## src/rtl/run_length_detector.sv

```systemverilog
`default_nettype none
// ============================================================================
//  Module      : run_length_detector
//  Description : Multi-channel detector of consecutive-high runs. Each channel
//                counts consecutive cycles with its detection bit high and
//                flags a hit once a run-time programmable threshold is reached.
//                Level mode holds the hit while the run continues; repeat mode
//                emits one pulse every threshold cycles. A shared saturating
//                counter totals hit events across all channels.
//
//  Ports       : clk        - rising-edge clock
//                rst_a_n    - asynchronous active-low reset (sync release)
//                enable     - 1: channels advance, 0: channel state frozen
//                clear      - synchronous clear of channels and hit_total
//                mode       - 0 level mode, 1 repeat mode (all channels)
//                threshold  - run length that triggers a hit, 0 disables
//                detection  - per-channel detection bits
//                run_count  - per-channel run length, [i*CNT_W +: CNT_W]
//                hit        - per-channel registered hit flag
//                hit_pulse  - per-channel one-cycle pulse on each hit event
//                any_hit    - OR of hit
//                hit_total  - saturating count of hit events
//
//  Revision    : 1.0 - initial release
// ============================================================================
module run_length_detector #(
    parameter int CHANNELS = 4,
    parameter int CNT_W    = 4,
    parameter int TOT_W    = 8
) (
    input  logic                      clk,
    input  logic                      rst_a_n,
    input  logic                      enable,
    input  logic                      clear,
    input  logic                      mode,
    input  logic [CNT_W-1:0]          threshold,
    input  logic [CHANNELS-1:0]       detection,
    output logic [CHANNELS*CNT_W-1:0] run_count,
    output logic [CHANNELS-1:0]       hit,
    output logic [CHANNELS-1:0]       hit_pulse,
    output logic                      any_hit,
    output logic [TOT_W-1:0]          hit_total
);

    typedef enum logic [1:0] {
        ST_IDLE  = 2'd0,
        ST_COUNT = 2'd1,
        ST_HIT   = 2'd2
    } state_t;

    localparam logic [CNT_W-1:0] c_cnt_max = '1;
    localparam logic [CNT_W-1:0] c_cnt_one = CNT_W'(1);
    // Accumulator is wide enough for a full total plus up to 16 new hits.
    localparam int               c_sum_w   = TOT_W + 5;
    localparam logic [c_sum_w-1:0] c_tot_max = c_sum_w'({TOT_W{1'b1}});

    // ------------------------------------------------------------------------
    // Reset synchroniser: assertion propagates immediately, release is
    // aligned to clk through two flops.
    // ------------------------------------------------------------------------
    logic [1:0] r_rst_sync;
    logic       w_rst_n;

    always_ff @(posedge clk or negedge rst_a_n) begin
        if (!rst_a_n) begin
            r_rst_sync <= 2'b00;
        end else begin
            r_rst_sync <= {r_rst_sync[0], 1'b1};
        end
    end

    assign w_rst_n = r_rst_sync[1];

    // Next-cycle pulse bits of all channels, feeding the shared total.
    logic [CHANNELS-1:0] w_pulse_all;

    // ------------------------------------------------------------------------
    // Per-channel run tracking
    // ------------------------------------------------------------------------
    for (genvar gi = 0; gi < CHANNELS; gi++) begin : g_ch
        state_t           r_state;
        state_t           w_state_nxt;
        logic [CNT_W-1:0] r_cnt;
        logic [CNT_W-1:0] w_cnt_nxt;
        logic [CNT_W-1:0] w_cnt_inc;
        logic             r_hit;
        logic             w_hit_nxt;
        logic             r_pulse;
        logic             w_pulse_nxt;
        logic             w_reach;

        always_comb begin
            w_state_nxt = r_state;
            w_cnt_nxt   = r_cnt;
            w_hit_nxt   = r_hit;
            w_pulse_nxt = 1'b0;

            // Saturating increment: a long run parks at the maximum count.
            w_cnt_inc = (r_cnt == c_cnt_max) ? r_cnt : (r_cnt + c_cnt_one);

            // A channel already in HIT keeps qualifying even if the threshold
            // was raised above its count; threshold 0 disables hits entirely.
            w_reach = (threshold != '0) &&
                      ((w_cnt_inc >= threshold) || (r_state == ST_HIT));

            if (clear) begin
                w_state_nxt = ST_IDLE;
                w_cnt_nxt   = '0;
                w_hit_nxt   = 1'b0;
            end else if (enable) begin
                if (!detection[gi]) begin
                    w_state_nxt = ST_IDLE;
                    w_cnt_nxt   = '0;
                    w_hit_nxt   = 1'b0;
                end else if (w_reach && mode) begin
                    // Repeat mode: reload the run so the next hit comes after
                    // another threshold ones. Count is zero, hence IDLE.
                    w_state_nxt = ST_IDLE;
                    w_cnt_nxt   = '0;
                    w_hit_nxt   = 1'b1;
                    w_pulse_nxt = 1'b1;
                end else if (w_reach) begin
                    // Level mode: pulse only on entry into HIT.
                    w_state_nxt = ST_HIT;
                    w_cnt_nxt   = w_cnt_inc;
                    w_hit_nxt   = 1'b1;
                    w_pulse_nxt = (r_state != ST_HIT);
                end else begin
                    w_state_nxt = ST_COUNT;
                    w_cnt_nxt   = w_cnt_inc;
                    w_hit_nxt   = 1'b0;
                end
            end
        end

        always_ff @(posedge clk or negedge w_rst_n) begin
            if (!w_rst_n) begin
                r_state <= ST_IDLE;
                r_cnt   <= '0;
                r_hit   <= 1'b0;
                r_pulse <= 1'b0;
            end else begin
                r_state <= w_state_nxt;
                r_cnt   <= w_cnt_nxt;
                r_hit   <= w_hit_nxt;
                r_pulse <= w_pulse_nxt;
            end
        end

        assign w_pulse_all[gi]                = w_pulse_nxt;
        assign run_count[gi*CNT_W +: CNT_W]   = r_cnt;
        assign hit[gi]                        = r_hit;
        assign hit_pulse[gi]                  = r_pulse;
    end

    assign any_hit = |hit;

    // ------------------------------------------------------------------------
    // Shared saturating hit-event total
    // ------------------------------------------------------------------------
    logic [TOT_W-1:0]   r_total;
    logic [TOT_W-1:0]   w_total_nxt;
    logic [c_sum_w-1:0] w_pop;
    logic [c_sum_w-1:0] w_sum;

    always_comb begin
        w_pop = '0;
        for (int i = 0; i < CHANNELS; i++) begin
            w_pop = w_pop + c_sum_w'(w_pulse_all[i]);
        end
        w_sum       = {5'd0, r_total} + w_pop;
        w_total_nxt = r_total;
        if (clear) begin
            w_total_nxt = '0;
        end else if (enable) begin
            w_total_nxt = (w_sum > c_tot_max) ? {TOT_W{1'b1}} : w_sum[TOT_W-1:0];
        end
    end

    always_ff @(posedge clk or negedge w_rst_n) begin
        if (!w_rst_n) begin
            r_total <= '0;
        end else begin
            r_total <= w_total_nxt;
        end
    end

    assign hit_total = r_total;

endmodule
`default_nettype wire

```

## config.mk

```make
export PLATFORM = sky130hd
export DESIGN_NAME = run_length_detector
export DESIGN_NICKNAME = d
export VERILOG_FILES = /design/src/rtl/run_length_detector.sv
export SDC_FILE = /design/constraint.sdc
export NUM_CORES = 1
export LEC_CHECK = 0
export BUFFER_PORTS_ARGS = -buffer_cell sky130_fd_sc_hd__buf_4
export CELL_PAD_IN_SITES_DETAIL_PLACEMENT = 0
export CELL_PAD_IN_SITES_GLOBAL_PLACEMENT = 1
export CORE_ASPECT_RATIO = 0.7
export CORE_UTILIZATION = 47
export DETAILED_ROUTE_END_ITERATION = 7
export PLACE_DENSITY = 0.89
export REMOVE_ABC_BUFFERS = 1
export SLEW_MARGIN = 10
export SYNTH_ARGS = -nofsm -noshare
export SYNTH_HDL_FRONTEND = slang
export SYNTH_SLANG_ARGS = --single-unit
export TNS_END_PERCENT = 20
```

## constraint.sdc

```tcl
create_clock -name clk -period 2 [get_ports clk]
set_input_delay 0.2 -clock clk [delete_from_list [all_inputs] [get_ports clk]]
set_output_delay 0.2 -clock clk [all_outputs]
set_load 0.01 [all_outputs]
```

==> metrics.txt, run 1 <==
design internal power=1340 µW; Synth Cell Area=2760 µm²; status=complete, but fails checks; FMAX=263 MHz; CTS tree=done; Post-synth EDFFs=0; hold_sp=detection[3]; Hold Vio Cnt, Final=0; initial antenna violation count=0; Rows=22; CP Launch Type=register; GRT overflow=0; yosys warns=0; Final Routed Wirelength=8600 µm; largest net degree at the start of global routing=41; Top Ports=46; Sink Count=42; Final Cycle Share=1.90; ranking of synthesized cells by area=dfrtp_1 38%, ha_1 9.5%, o21ai_0 5.3%, a32o_1 4.3%, nand2_1 3.9%; Clock Tree Root=clkbuf_8; CP endpoint kind=register; Slew Viols, Final=0; r2r startpoint=g_ch[2].r_cnt[0]$_DFFE_PN0P_; CP peak stage delay=440 ps; DRC viols=0; Cell Pwr Density=448 nW/µm²; Die Wd=93.6 µm; Distinct cells, synth=45; Reg power frac=0.472; share of layout cells above drive strength 1=0.505; Setup TNS Final=-18730 ps; DIE AREA=6190 µm²; crit path from=g_ch[2].r_cnt[0]$_DFFE_PN0P_; Tmin final=3800 ps; hold_ws=183 ps; Hold WC Path Type=in -> reg; failing checks=negative setup slack; final setup margin=-1800 ps; crit path kind=reg -> reg; crit path max-delay cell type=fa_1; Final GP Congestion=0.805; #FFs+latches synth=42; CTS buffer count=5; Synth area leader=dfrtp_1; # port buffers=45; Routed WL per cell=18.0 µm; iteration count of the initial detailed-routing pass=4; Post-synth ARST share=1.00; GRT Util Overall=0.281; clock slew seen by the registers of the worst setup and hold paths=80 ps; total net switching power=533 µW; WP data arrival=3980 ps; Core ar.=5450 µm²; Nets=442; combinational group share of total power=0.214; Avg Cell Area, Syn=9.69 µm²; antenna diode count=0; antenna viol nets, final=0; area growth from synthesis to layout=51.7%; H-tree levels=2; Vias per Instance=5.82; prevailing post-synth register cell=dfrtp_1; vias=2783; Yosys top cell area share=0.380; sequential share of the synthesized area=0.380; maximum VDD drop=0.425 mV; Initial Util=0.507; Net Sw Frac=0.284; dpl hpwl=5410 µm; Critical Path Fanout Max=3; count leader, synth=dfrtp_1; Clock Power Share=0.313; final setup vio count=34; Leak Pwr=0.00201 µW; crit-path cells=ha_4, nand3_4, mux2_4, ha_4, a21oi_4, o21ai_2, a211o_1, and3_4, fa_1, inv_2, fa_2, inv_2, fa_2, nand3_4, nor2_4, buf_6, o31a_1; Worst Tran Pin Value=540 ps; Required @ worst endpoint=2180 ps; Initial DRC Count=157; Clock Latency Late Sink=290 ps; global-route wire length before repair=13300 µm; CTS max path bufs=2; RSZ-0062 raised after global routing=yes; Max-Slew Margin vs Limit=0.640; Max Cap Viol=0; vias in the first global route=2761; Layout Skew=3.71 ps; Synth top cells by count=42 x dfrtp_1, 29 x nand2_1, 29 x o21ai_0; Synth Instances=285; chip height=66.1 µm
stage by stage:
step	setup WS (ps)	util	cell area [µm²]	cells	total power, µW
after global placement	-1920	0.671	3660	462	1220
after global routing	-1890	0.769	4190	478	1950
final	-1800	0.769	4190	478	1880
after CTS	-1720	0.744	4060	477	1840
after floorplan	-1920	-	2660	270	1050
after detailed placement	-2040	0.671	3660	462	1220
layout make-up:
class	instances	area [µm²]
clock inverter	1	5.00
tap	72	90.1
timing repair buffer	128	986
clock buffer	7	86.3
multi-input combinational	216	1930
fill	360	1260
inverter	12	45.0
sequential	42	1050
state kept, by name, indices dropped and copies added, names as in the netlist:
register	count
g_ch.r_cnt	16
g_ch.r_state	8
hit_total	8
g_ch.r_hit	4
g_ch.r_pulse	4
r_rst_sync	2
metal layers:
layer / GRT usage / vias to the layer above / share of wire
li1: - / 1298 / -
met1: 0.384 / 1360 / 0.46
met2: 0.461 / 112 / 0.46
met3: 0.0437 / 13 / 0.060
met4: 0.0885 / 0 / 0.016
met5: 0 / - / 0
power groups by stage:
| stage | clock, µW | combinational (µW) | sequential (µW) |
|---|---|---|---|
| floorplan | 0 | 133 | 921 |
| global placement | 0 | 317 | 899 |
| detailed placement | 0 | 325 | 900 |
| CTS | 592 | 366 | 885 |
| global route | 631 | 434 | 889 |
| finish | 588 | 402 | 886 |
final timing paths:
| kind | to | slack, ps | cells past startpoint |
|---|---|---|---|
| min in group asynchronous | r_rst_sync[0]$_DFF_PN0_ | 220 | 2 |
| max in group asynchronous | hit_total[7]$_DFFE_PN0P_ | 1310 | 1 |
| hold reg to reg | g_ch[2].r_cnt[2]$_DFFE_PN0P_ | 320 | 1 |
| setup reg to reg | hit_total[3]$_DFFE_PN0P_ | -1800 | 17 |
| setup / recovery | hit_total[3]$_DFFE_PN0P_ | -1800 | 17 |
| hold / removal | g_ch[3].r_hit$_DFFE_PN0P_ | 180 | 2 |
worst max-delay path: cells and delay by family (launching register included):
family                   cells  cell delay [ps]
AO/OA/AOI/OAI                4              860
adder cells (fa/ha/maj)      5             1400
buffers and inverters        3              230
flip-flops                   1              430
multiplexers                 1              330
AND/OR/NAND/NOR              4              450
timing repair:
item                                    CTS  global route
buffers inserted                          6             2
hold buffers                              1             0
endpoints found under the hold margin     2             0
pin swaps                                25            25
gates resized for setup                  66            29
endpoints found under the setup margin   39            40
cell usage in the layout, fill, tap and decap left out, drive strengths merged, types with 3 or more instances in the layout:
cell      n
nor2     10
nor3b     4
and3      8
inv      12
buf     127
nand3    18
nand2    29
a21oi     7
a31oi     6
dfrtp    42
and2      6
xnor2     4
o21a      4
o21ai    29
mux2      4
o211ai   10
nand3b    4
nor2b    10
ha       21
a32o     12
clkbuf    7
fa        3
a211o     4
o31ai     4
logic make-up after synthesis:
group	count (synthesis)	share of synthesized area
simple gates	96	0.183
compound gates	86	0.233
flops	42	0.380
buf+inv	27	0.0525
fa+ha+maj	24	0.117
mux	5	0.0199
xor+xnor	4	0.0127
other cells	1	0.00136
(Power assumes the default switching activity.)
==> run 2, diff against run 1 <==
- CORE_UTILIZATION: 47 -> 48
- CTS_BUF_LIST: unset -> sky130_fd_sc_hd__clkbuf_4
- PLACE_DENSITY: 0.89 -> 0.9
==> run 2 against run 1 <==
  * The run still ends with negative setup slack left
  * Combinational power increased by 36%
  * Clock skew up 4.2 ps
  * Worst setup slack worse by 4.0 ps
  * Sequential power barely moved
  * Wire length grew 16%
  * Clock power grew 1%
  * Global-route usage up 3.6 points
  * Clock-buffer cell count decreased by 1
  * Flip-flop and latch count unchanged
  * Core utilization grew 6.3 points
  * Die area down 2.0%
  * Power rose by 8.2%
  * Critical path type unchanged
==> metrics.txt, run 2 (synthesized netlist as in run 1, its figures left out) <==
status=complete, but fails checks; CP Launch Type=register; Core ar.=5400 µm² (-1.0%); Die Wd=92.7 µm (-1.0%); area growth from synthesis to layout=62.5%; vias=3064 (+10%); Clock Latency Late Sink=370 ps (+80 ps); antenna viol nets, final=0 (unchanged); Leak Pwr=0.00218 µW (+8.8%); initial antenna violation count=0 (unchanged); # port buffers=45 (unchanged); pre-CTS setup slack=-1970 ps (+69.9 ps); DIE AREA=6070 µm² (-2.0%); hold depth=2 (unchanged); total power=2030 µW (+8.2%); fill count=313 (-13%); DRC viols=0 (unchanged); hold_sp=detection[0]; crit path kind=reg -> reg; Max-Slew Margin vs Limit=0.642 (+0.00189); GRT Util Overall=0.317 (+0.0357); iteration count of the initial detailed-routing pass=5 (+1); Final Util=0.832 (+0.0628); crit-path cells=ha_4, nand3b_1, o21ai_1, inv_1, ha_4, a21oi_4, o21ai_2, a211o_1, and3_4, fa_1, inv_2, fa_2, inv_2, fa_2, and3_4, buf_6, o21bai_1, a31oi_1; commonest non-fill, non-tap cells in the layout=137 x buf_4, 41 x dfrtp_1, 25 x nand2_1; r2r startpoint=g_ch[0].r_cnt[0]$_DFFE_PN0P_; maximum VDD drop=0.278 mV (-35%); Initial DRC Count=211 (+34%); Cell Pwr Density=452 nW/µm² (+1.1%); crit path max-delay cell type=fa_1; RSZ-0062 raised after global routing=yes; Final Cycle Share=1.90 (+0.00199); Initial Util=0.512 (+0.00517); Critical Path Fanout Max=4 (+1); R2R Setup Slk=-1810 ps (about the same); Hold Path End=g_ch[0].r_hit$_DFFE_PN0P_; Top Ports=46 (unchanged); GRT overflow=0 (unchanged); final setup margin=-1810 ps (-3.99 ps); antenna diode count=0 (unchanged); Tmin final=3810 ps (+3.99 ps); Routed WL per cell=19.6 µm (+8.7%); final setup vio count=37 (+8.8%); CTS max path bufs=2 (unchanged); clock slew seen by the registers of the worst setup and hold paths=140 ps (+60 ps); Nets=472 (+6.8%); largest reg by FF count=g_ch.r_cnt; commonest non-fill, non-tap cell in the layout=buf_4; reg2reg path depth=18 (+1); dpl hpwl=5430 µm (+0.39%); Final Routed Wirelength=9940 µm (+16%); Slew Viols, Final=0 (unchanged); crit path from=g_ch[0].r_cnt[0]$_DFFE_PN0P_; global-route wire length before repair=14800 µm (+11%); largest net degree at the start of global routing=41 (unchanged); Max Cap Viol=0 (unchanged); Hold WC Path Type=in -> reg; vias in the first global route=3056 (+11%); CTS buffer count=5 (unchanged); Hold Vio Cnt, Final=0 (unchanged); Largest register FFs=16 (unchanged); Rows=22 (unchanged); WP data arrival=4100 ps (+120 ps); Worst Tran Pin Value=537 ps (-2.84 ps); hold_ws=90.9 ps (-92.0 ps); chip height=65.5 µm (-1.0%); H-tree levels=2 (unchanged); share of layout cells above drive strength 1=0.544 (+0.0387); Clock Tree Root=clkbuf_4; CP endpoint kind=register; Sink Count=42 (unchanged); Required @ worst endpoint=2290 ps (+110 ps); CTS tree=done; Vias per Instance=6.03 (+3.6%); FMAX=263 MHz (-0.10%); Setup TNS Final=-31030 ps (-12310 ps); Layout Skew=7.92 ps (+4.21 ps); failing checks=negative setup slack; Reg-to-Reg End=hit_total[4]$_DFFE_PN0P_; CP peak stage delay=490 ps (+50 ps); Final GP Congestion=0.837 (+3.9%)
-- run 2: changes by cell type in the layout (fill, tap and decap cells not counted), moves of 2 or more --
cell,delta
clkbuf_8,-6
buf_4,+16
buf_6,+14
nand2_4,+2
clkbuf_4,+6
-- run 2: area by class of cell --
class / instances / area, µm² / share of cell area
well taps: 72 / 90.1 / 0.0201
inverters: 12 / 45.0 / 0.0100
clock inverters: 2 / 37.5 / 0.00836
clock buffers: 6 / 45.0 / 0.0100
flip-flops and latches: 42 / 1050 / 0.234
multi-input cells: 216 / 1950 / 0.435
repair buffers: 158 / 1260 / 0.282
-- run 2: worst max-delay path by stage --
stage / to / slack, ps
2_1_floorplan: hit_total[6]$_DFFE_PN0P_ / -1920
3_3_place_gp: hit_total[1]$_DFFE_PN0P_ / -1860
3_5_place_dp: hit_total[1]$_DFFE_PN0P_ / -1970
4_1_cts: hit_total[5]$_DFFE_PN0P_ / -1650
5_1_grt: hit_total[6]$_DFFE_PN0P_ / -1970
6_report: hit_total[4]$_DFFE_PN0P_ / -1810
-- run 2: routing by layer --
| layer | up-vias | share of wire | GRT usage |
|---|---|---|---|
| met5 | - | 0 | 0 |
| met4 | 0 | 0.040 | 0.108 |
| met3 | 36 | 0.074 | 0.0532 |
| met2 | 173 | 0.49 | 0.552 |
| met1 | 1498 | 0.39 | 0.404 |
| li1 | 1357 | - | - |
-- run 2: where the power goes --
group / leakage, µW / switching [µW] / total, µW / internal (µW)
clock network: 0.0000419 / 318 / 596 / 277
registers: 0.000574 / 19.0 / 889 / 870
logic: 0.00157 / 256 / 546 / 290
-- run 2: worst max-delay path, delay by kind of cell, from the launching register on --
kind                     cells  cell delay, ps
AO/OA/AOI/OAI                6             960
flip-flops                   1             430
buffers and inverters        4             330
adder cells (fa/ha/maj)      5            1530
AND/OR/NAND/NOR              3             460
-- run 2: per-stage QoR --
step           instances  area, µm²
2_1_floorplan        270       2660
3_3_place_gp         460       3640
3_5_place_dp         460       3640
4_1_cts              505       4280
5_1_grt              508       4490
6_report             508       4490
-- run 2: repair_timing --
action,in CTS,in global routing
gates resized for setup,72,43
pin swaps,30,25
hold buffers,1,0
endpoints found under the hold margin,2,0
endpoints found under the setup margin,39,40
buffers inserted,37,5
